File: src/rtl/resta_serial.sv
// rtl/resta_serial.sv - bit-serial subtractor (A - B - Bin), LSB first, start/done handshake
module resta_serial #(
    parameter int WIDTH = 8
) (
    input  logic             clk,
    input  logic             rst,
    input  logic             start,
    input  logic [WIDTH-1:0] A,
    input  logic [WIDTH-1:0] B,
    input  logic             Bin,
    output logic [WIDTH-1:0] D,
    output logic             Bout,
    output logic             busy,
    output logic             done
);
    localparam int CW = (WIDTH > 1) ? $clog2(WIDTH) : 1;
    localparam logic [CW-1:0] LAST = CW'(WIDTH - 1);

    typedef enum logic [1:0] {
        IDLE  = 2'd0,
        SHIFT = 2'd1,
        DONE  = 2'd2
    } state_t;

    state_t          state;
    logic [WIDTH-1:0] ra;
    logic [WIDTH-1:0] rb;
    logic [WIDTH-1:0] rd;
    logic             br;
    logic [CW-1:0]    cnt;

    logic             a;
    logic             b;
    logic             d;
    logic             br_next;

    // One-bit full-subtractor cell fed by the LSBs of the operand shifters.
    assign a       = ra[0];
    assign b       = rb[0];
    assign d       = a ^ b ^ br;
    assign br_next = (~a & b) | (~(a ^ b) & br);

    always_ff @(posedge clk or posedge rst) begin
        if (rst) begin
            state <= IDLE;
            ra    <= '0;
            rb    <= '0;
            rd    <= '0;
            br    <= 1'b0;
            cnt   <= '0;
            D     <= '0;
            Bout  <= 1'b0;
            busy  <= 1'b0;
            done  <= 1'b0;
        end else begin
            case (state)
                IDLE, DONE: begin
                    done <= 1'b0;
                    if (start) begin
                        ra    <= A;
                        rb    <= B;
                        br    <= Bin;
                        rd    <= '0;
                        cnt   <= '0;
                        busy  <= 1'b1;
                        state <= SHIFT;
                    end else begin
                        busy  <= 1'b0;
                        state <= IDLE;
                    end
                end
                SHIFT: begin
                    ra  <= ra >> 1;
                    rb  <= rb >> 1;
                    rd  <= {d, rd[WIDTH-1:1]};
                    br  <= br_next;
                    cnt <= cnt + CW'(1);
                    // Last bit: publish the result on the same edge it completes.
                    if (cnt == LAST) begin
                        D     <= {d, rd[WIDTH-1:1]};
                        Bout  <= br_next;
                        busy  <= 1'b0;
                        done  <= 1'b1;
                        state <= DONE;
                    end
                end
                default: begin
                    busy  <= 1'b0;
                    done  <= 1'b0;
                    state <= IDLE;
                end
            endcase
        end
    end
endmodule

File: config.mk
export PLATFORM = sky130hd
export DESIGN_NAME = resta_serial
export DESIGN_NICKNAME = d
export VERILOG_FILES = /design/src/rtl/resta_serial.sv
export SDC_FILE = /design/constraint.sdc
export NUM_CORES = 1
export LEC_CHECK = 0
export CAP_MARGIN = 0
export CORE_UTILIZATION = 52
export DETAILED_ROUTE_END_ITERATION = 8
export PLACE_DENSITY = 0.78
export SLEW_MARGIN = 20
export SYNTH_ARGS = -nofsm -noshare
export SYNTH_HDL_FRONTEND = slang
export SYNTH_SLANG_ARGS = --single-unit
File: constraint.sdc
create_clock -name clk -period 2.3 [get_ports clk]
set_clock_uncertainty 0.1 [all_clocks]
set_input_delay 0.23 -clock clk [delete_from_list [all_inputs] [get_ports clk]]
set_output_delay 0.23 -clock clk [all_outputs]
set_load 0.02 [all_outputs]
Yosys cells after proc, flatten, opt, wreduce, memory -nomap -nowiden

Index checks and enable logic that the tools add are counted.

Bits in registers: 41
Bits in latches: 0
Memory bits (writable): 0
ROM bits: 0
Input bits: 20
Output and inout port bits: 11
Logic and storage cells: 46
Memories: 0

Add/sub/neg operators: 1
Multiply operators: 0
Div/mod/pow operators: 0
Magnitude comparators: 0
Equality and inequality tests: 5
Shifts and indexed selects: 0
Mux-type cells: 18
Bitwise gates (word level): 7
Reduce and logical (&&, ||, !) cells: 5

Operator list:

| cell                                                            | number |
|---|---|
| 8-bit one-hot mux with 2 select lines                           | 3 |
| 8-bit 2-to-1 mux                                                | 3 |
| 1-bit 2-to-1 mux                                                | 6 |
| 3-bit one-hot mux with 2 select lines                           | 1 |
| 2-bit != test, second input constant                            | 2 |
| 1-bit one-hot mux with 2 select lines                           | 2 |
| 2-bit one-hot mux with 2 select lines                           | 1 |
| 2-bit AND reduction                                             | 2 |
| 3-bit by 1-bit adder with 3-bit output, second input constant   | 1 |
| 3-bit == test, second input constant                            | 1 |
| 3-bit 2-to-1 mux                                                | 1 |
| 1-bit AND                                                       | 2 |
| 2-bit by 1-bit == test with 1-bit output, second input constant | 1 |
| 2-bit == test, second input constant                            | 1 |
| 2-bit zero test                                                 | 1 |
| 2-bit 2-to-1 mux                                                | 1 |
| 1-bit NOT                                                       | 2 |
| 2-bit nonzero test                                              | 1 |
| 2-bit OR reduction                                              | 1 |
| 1-bit XOR                                                       | 2 |
| 1-bit OR                                                        | 1 |

Longest topological paths before layout

Depth after elaboration: 5
Mapped depth: 6
Depth with buffers taken out: 5

Least setup slack after synthesis

OpenSTA, ideal clock, no wires.

Path type: register to register
From: reg cnt[0]
To: reg D[0]
Setup time: 125 ps
Arrival time: 1343 ps
Data required time: 2075 ps
Setup slack: 732 ps
Stages on the path, launching flop included: 6
Path buffers: 1
Clock period less this slack: 1568 ps
Cells stage by stage: dfrtp_1 -> ha_1 -> ha_1 -> nand3b_4 -> buf_6 -> mux2_4

Word-level cells in the longest chain between the ends: 2

RTL lines:

| what                          | RTL line | RTL |
|---|---|---|
| start, declared               | 30       | `logic [CW-1:0] cnt;` |
| start signal, assigned        | 77       | `cnt <= cnt + CW'(1);` |
| 3-bit == test                 | 79       | `if (cnt == LAST) begin` |
| 2-bit AND reduction (no line) | -        |  |
| end signal, assigned          | 80       | `D <= {d, rd[WIDTH-1:1]};` |
| end, declared                 | 11       | `output logic [WIDTH-1:0] D,` |

No other way between the ends.
A chain may end at the register's enable or synchronous reset.

Worst setup path after layout

From: reg done
To: out done

RTL lines:

| what                   | RTL line | RTL |
|---|---|---|
| start, declared        | 14       | `output logic done` |
| start signal, assigned | 54       | `done <= 1'b0;` |
| start signal, assigned | 58       | `done <= 1'b0;` |
| start signal, assigned | 83       | `done <= 1'b1;` |

No word-level cell between the ends.

==> summary.md <==
| Metric | Value |
|---|---|
| Iteration count of the initial detailed-routing pass | `4` |
| Per-cell via count in the routed design | `5.39` |
| Routed via count | `1273` |
| Post-synthesis cell type count | `29` |
| Critical register-to-register path startpoint | `cnt[0]` |
| Worst setup slack after layout | `0.384 ns` |
| Overflow left after global routing | `0` |
| Critical-path cell with the highest stage delay | `sky130_fd_sc_hd__clkdlybuf4s50_1` |
| Count of antenna diodes in the layout | `0` |
| Critical Path Fanout Max | `8` |
| Setup bufs post-CTS | `0` |
| Number of buffer and inverter instances along the worst setup path | `1` |
| Placement Cell Area | `2170 µm²` |
| Utilization of the core after routing | `66.0%` |
| Category of cells accounting for the largest share of critical-path delay | `buffers and inverters` |
| Source-to-sink clock delay at the later pin of the worst-skew pair | `0.35 ns` |
| VDD IR max | `0.649 mV` |
| Design Power | `2.86 mW` |
| Worst Setup Slack post-DPL | `0.667 ns` |
| Type of element launching the critical path | `register` |
| H-tree depth | `2` |
| Global-route wire length before repair | `5480 µm` |
| WHS | `0.195 ns` |
| Setup TNS | `0 ns` |
| DRT Wirelength | `3330 µm` |
| Number of nets in the layout | `212` |
| Vias in the first global route | `1272` |
| Synth top area cells | `sky130_fd_sc_hd__dfrtp_1 (53%), sky130_fd_sc_hd__mux2_4 (5.7%), sky130_fd_sc_hd__mux2_2 (4.3%)` |
| Launching instance or port of the critical path | `done` |
| Type of the worst setup path | `register to primary output` |
| Post-placement cell count | `228` |
| Y dimension of the die | `61.7 µm` |
| Fmax achieved | `0.522 GHz` |
| Post-synth top area cell | `sky130_fd_sc_hd__dfrtp_1` |
| Int Pwr | `1.80 mW` |
| Cell area after layout | `2220 µm²` |
| Setup repair after global routing missed its margin | `false` |
| Fraction of layout instances using a drive strength above 1 | `16.3%` |
| Initial drt markers | `39` |
| Max-cap violations | `0` |
| Sequence of cells on the critical path | `clkdlybuf4s50_1` |
| CTS Buf Count | `5` |
| Synth Instances | `159` |
| Effective utilization at floorplan | `55.1%` |
| Pin count of the biggest net entering global routing | `40` |
| Post-synth net total | `182` |
| Area growth from synthesis to final layout | `19.7%` |
| Share of synthesized area occupied by flip-flops and latches | `52.6%` |
| Class of the most critical hold timing path | `input pin to asynchronous set/reset pin` |
| Combinational share of power | `44.5%` |
| GPL Wtd Cong | `0.776` |
| Cell area power density | `1290 nW/µm²` |
| Final clock period utilization by the worst path | `83.3%` |
| Cell Count, Final, Fillers Out | `236` |
| CTS clk-pin slew, worst paths | `0.12 ns` |
| Largest stage delay on the critical path | `0.67 ns` |
| Hold buffer count at CTS | `0` |
| Quantity of gates resized following cts | `0` |
| Wire length per cell after detailed routing | `14.1 µm` |
| Initial antenna violation count | `0` |
| Count of yosys warnings during synthesis | `0` |
| Detailed placement HPWL | `2400 µm` |
| Data required time of the critical path | `1.97 ns` |
| Netlist Area Pre-Place | `1850 µm²` |
| Area share of the largest cell type after synthesis | `52.6%` |
| Mean post-synth cell area | `11.7 µm²` |
| Capturing element type of the critical path | `primary output` |
| WP data arrival | `1.59 ns` |
| I/O pin count | `31` |
| Static leakage | `0.982 nW` |
| Switching power summed over all nets | `1.06 mW` |
| Die width | `61.7 µm` |
| Clock tree sinks | `39` |
| Part of the total power dissipated in sequential elements | `43.9%` |
| CTS tree | `built` |
| Std-Cell Rows | `21` |
| Post-DRT Antenna Nets | `0` |
| Root Buffer | `sky130_fd_sc_hd__clkbuf_4` |
| Outcome | `complete, no violations` |
| Total Routing Usage GR | `20.4%` |
| Net Sw Frac | `37.0%` |
| Endpoints failing setup | `0` |
| DRC viols | `0` |
| Flip-flop and latch count after synthesis | `39` |
| Maximum count of clock buffers along a single path | `2` |
| Number of endpoints with negative hold slack in the final report | `0` |
| Count of port buffers added during placement | `30` |
| Transition time at the pin with the least slew margin | `0.476 ns` |
| Fin. max-slew vios | `0` |
| Post-route minimum period | `1.92 ns` |
| Rel. slew slack | `68.3%` |
| Clock power frac | `11.5%` |
| Core Region | `3360 µm²` |
| Area of the die | `3810 µm²` |
-- worst paths after layout --
path / slack [ns] / to / cells past startpoint
max: 0.38 / done / 1
min reg2reg: 0.40 / Bout / 2
max reg2reg: 0.66 / D[7] / 4
min in group clk: 0.39 / rb[7] / 2
max in group asynchronous: 1.58 / ra[4] / 3
min: 0.20 / busy / 3
-- cell usage after synthesis (all sizes together) --
| cell | number |
|---|---|
| buf | 11 |
| clkbuf | 1 |
| mux2 | 14 |
| mux2i | 6 |
| or2b | 1 |
| xnor2 | 1 |
| o21ai | 8 |
| a22o | 6 |
| a211oi | 6 |
| dfrtp | 39 |
| ha | 2 |
| o22ai | 8 |
| nand2 | 7 |
| nand2b | 7 |
| o2bb2ai | 1 |
| a21oi | 7 |
| fa | 1 |
| nor3 | 8 |
| inv | 5 |
| nor2 | 10 |
| o31ai | 1 |
| nand3b | 1 |
| nor2b | 8 |
-- layer usage --
metal	share of wire (%)	up-vias	GRT usage, %	routed length (µm)
li1	-	624	-	-
met1	44	620	24.4	1470
met2	50	24	34.1	1680
met3	3.8	5	6.63	128
met4	1.5	0	8.25	49
met5	0	-	0	0
-- power groups by stage --
stage | registers (mW) | clock network [mW] | logic [mW]
global placement | 1.25 | 0 | 1.22
global route | 1.31 | 0.369 | 1.42
finish | 1.26 | 0.330 | 1.27
CTS | 1.26 | 0.343 | 1.29
floorplan | 1.28 | 0 | 0.906
detailed placement | 1.27 | 0 | 1.29
-- cell usage in the layout, fill, tap and decap left out --
cell type and count:
sky130_fd_sc_hd__mux2_4 7, sky130_fd_sc_hd__nand2b_1 7, sky130_fd_sc_hd__fa_1 1, sky130_fd_sc_hd__nand3b_4 1, sky130_fd_sc_hd__o21ai_1 1, sky130_fd_sc_hd__mux2_2 7, sky130_fd_sc_hd__inv_1 5, sky130_fd_sc_hd__nor2_1 9
sky130_fd_sc_hd__nand2_1 7, sky130_fd_sc_hd__mux2i_1 6, sky130_fd_sc_hd__o2bb2ai_1 1, sky130_fd_sc_hd__clkdlybuf4s50_1 30, sky130_fd_sc_hd__nor3_1 8, sky130_fd_sc_hd__ha_1 2, sky130_fd_sc_hd__or2b_1 1, sky130_fd_sc_hd__a22o_1 6
sky130_fd_sc_hd__a211oi_1 6, sky130_fd_sc_hd__xnor2_1 1, sky130_fd_sc_hd__nor2_2 1, sky130_fd_sc_hd__a21oi_1 7, sky130_fd_sc_hd__dfrtp_1 39, sky130_fd_sc_hd__o31ai_2 1, sky130_fd_sc_hd__o21ai_0 7, sky130_fd_sc_hd__nor2b_4 1
sky130_fd_sc_hd__buf_4 5, sky130_fd_sc_hd__nor2b_1 7, sky130_fd_sc_hd__clkbuf_4 5, sky130_fd_sc_hd__clkinv_2 3, sky130_fd_sc_hd__o22ai_1 8
-- cell type report --
cell class / count / area (µm²)
clock buffer: 5 / 37.5
clock inverter: 3 / 15.0
fill: 283 / 1140
inverter: 5 / 18.8
multi-input combinational: 103 / 777
sequential: 39 / 976
tap: 46 / 57.6
timing repair buffer: 35 / 338
-- registers in the layout, summed over array words and instances, names as in the netlist --
| name | flops |
|---|---|
| cnt | 3 |
| br | 1 |
| rd | 7 |
| rb | 8 |
| state | 1 |
| Bout | 1 |
| done | 1 |
| busy | 1 |
| ra | 8 |
| D | 8 |
-- cell families after synthesis --
logic type               count (synthesis)  synth area share (%)
adder cells (fa/ha/maj)                  3                  2.43
AO/OA/AOI/OAI                           37                  13.2
XOR/XNOR                                 1                 0.472
flip-flops                              39                  52.6
buffers and inverters                   17                  5.47
AND/OR/NAND/NOR                         42                  12.7
multiplexers                            20                  13.2
No activity file was read; power rests on OpenSTA's default activity.
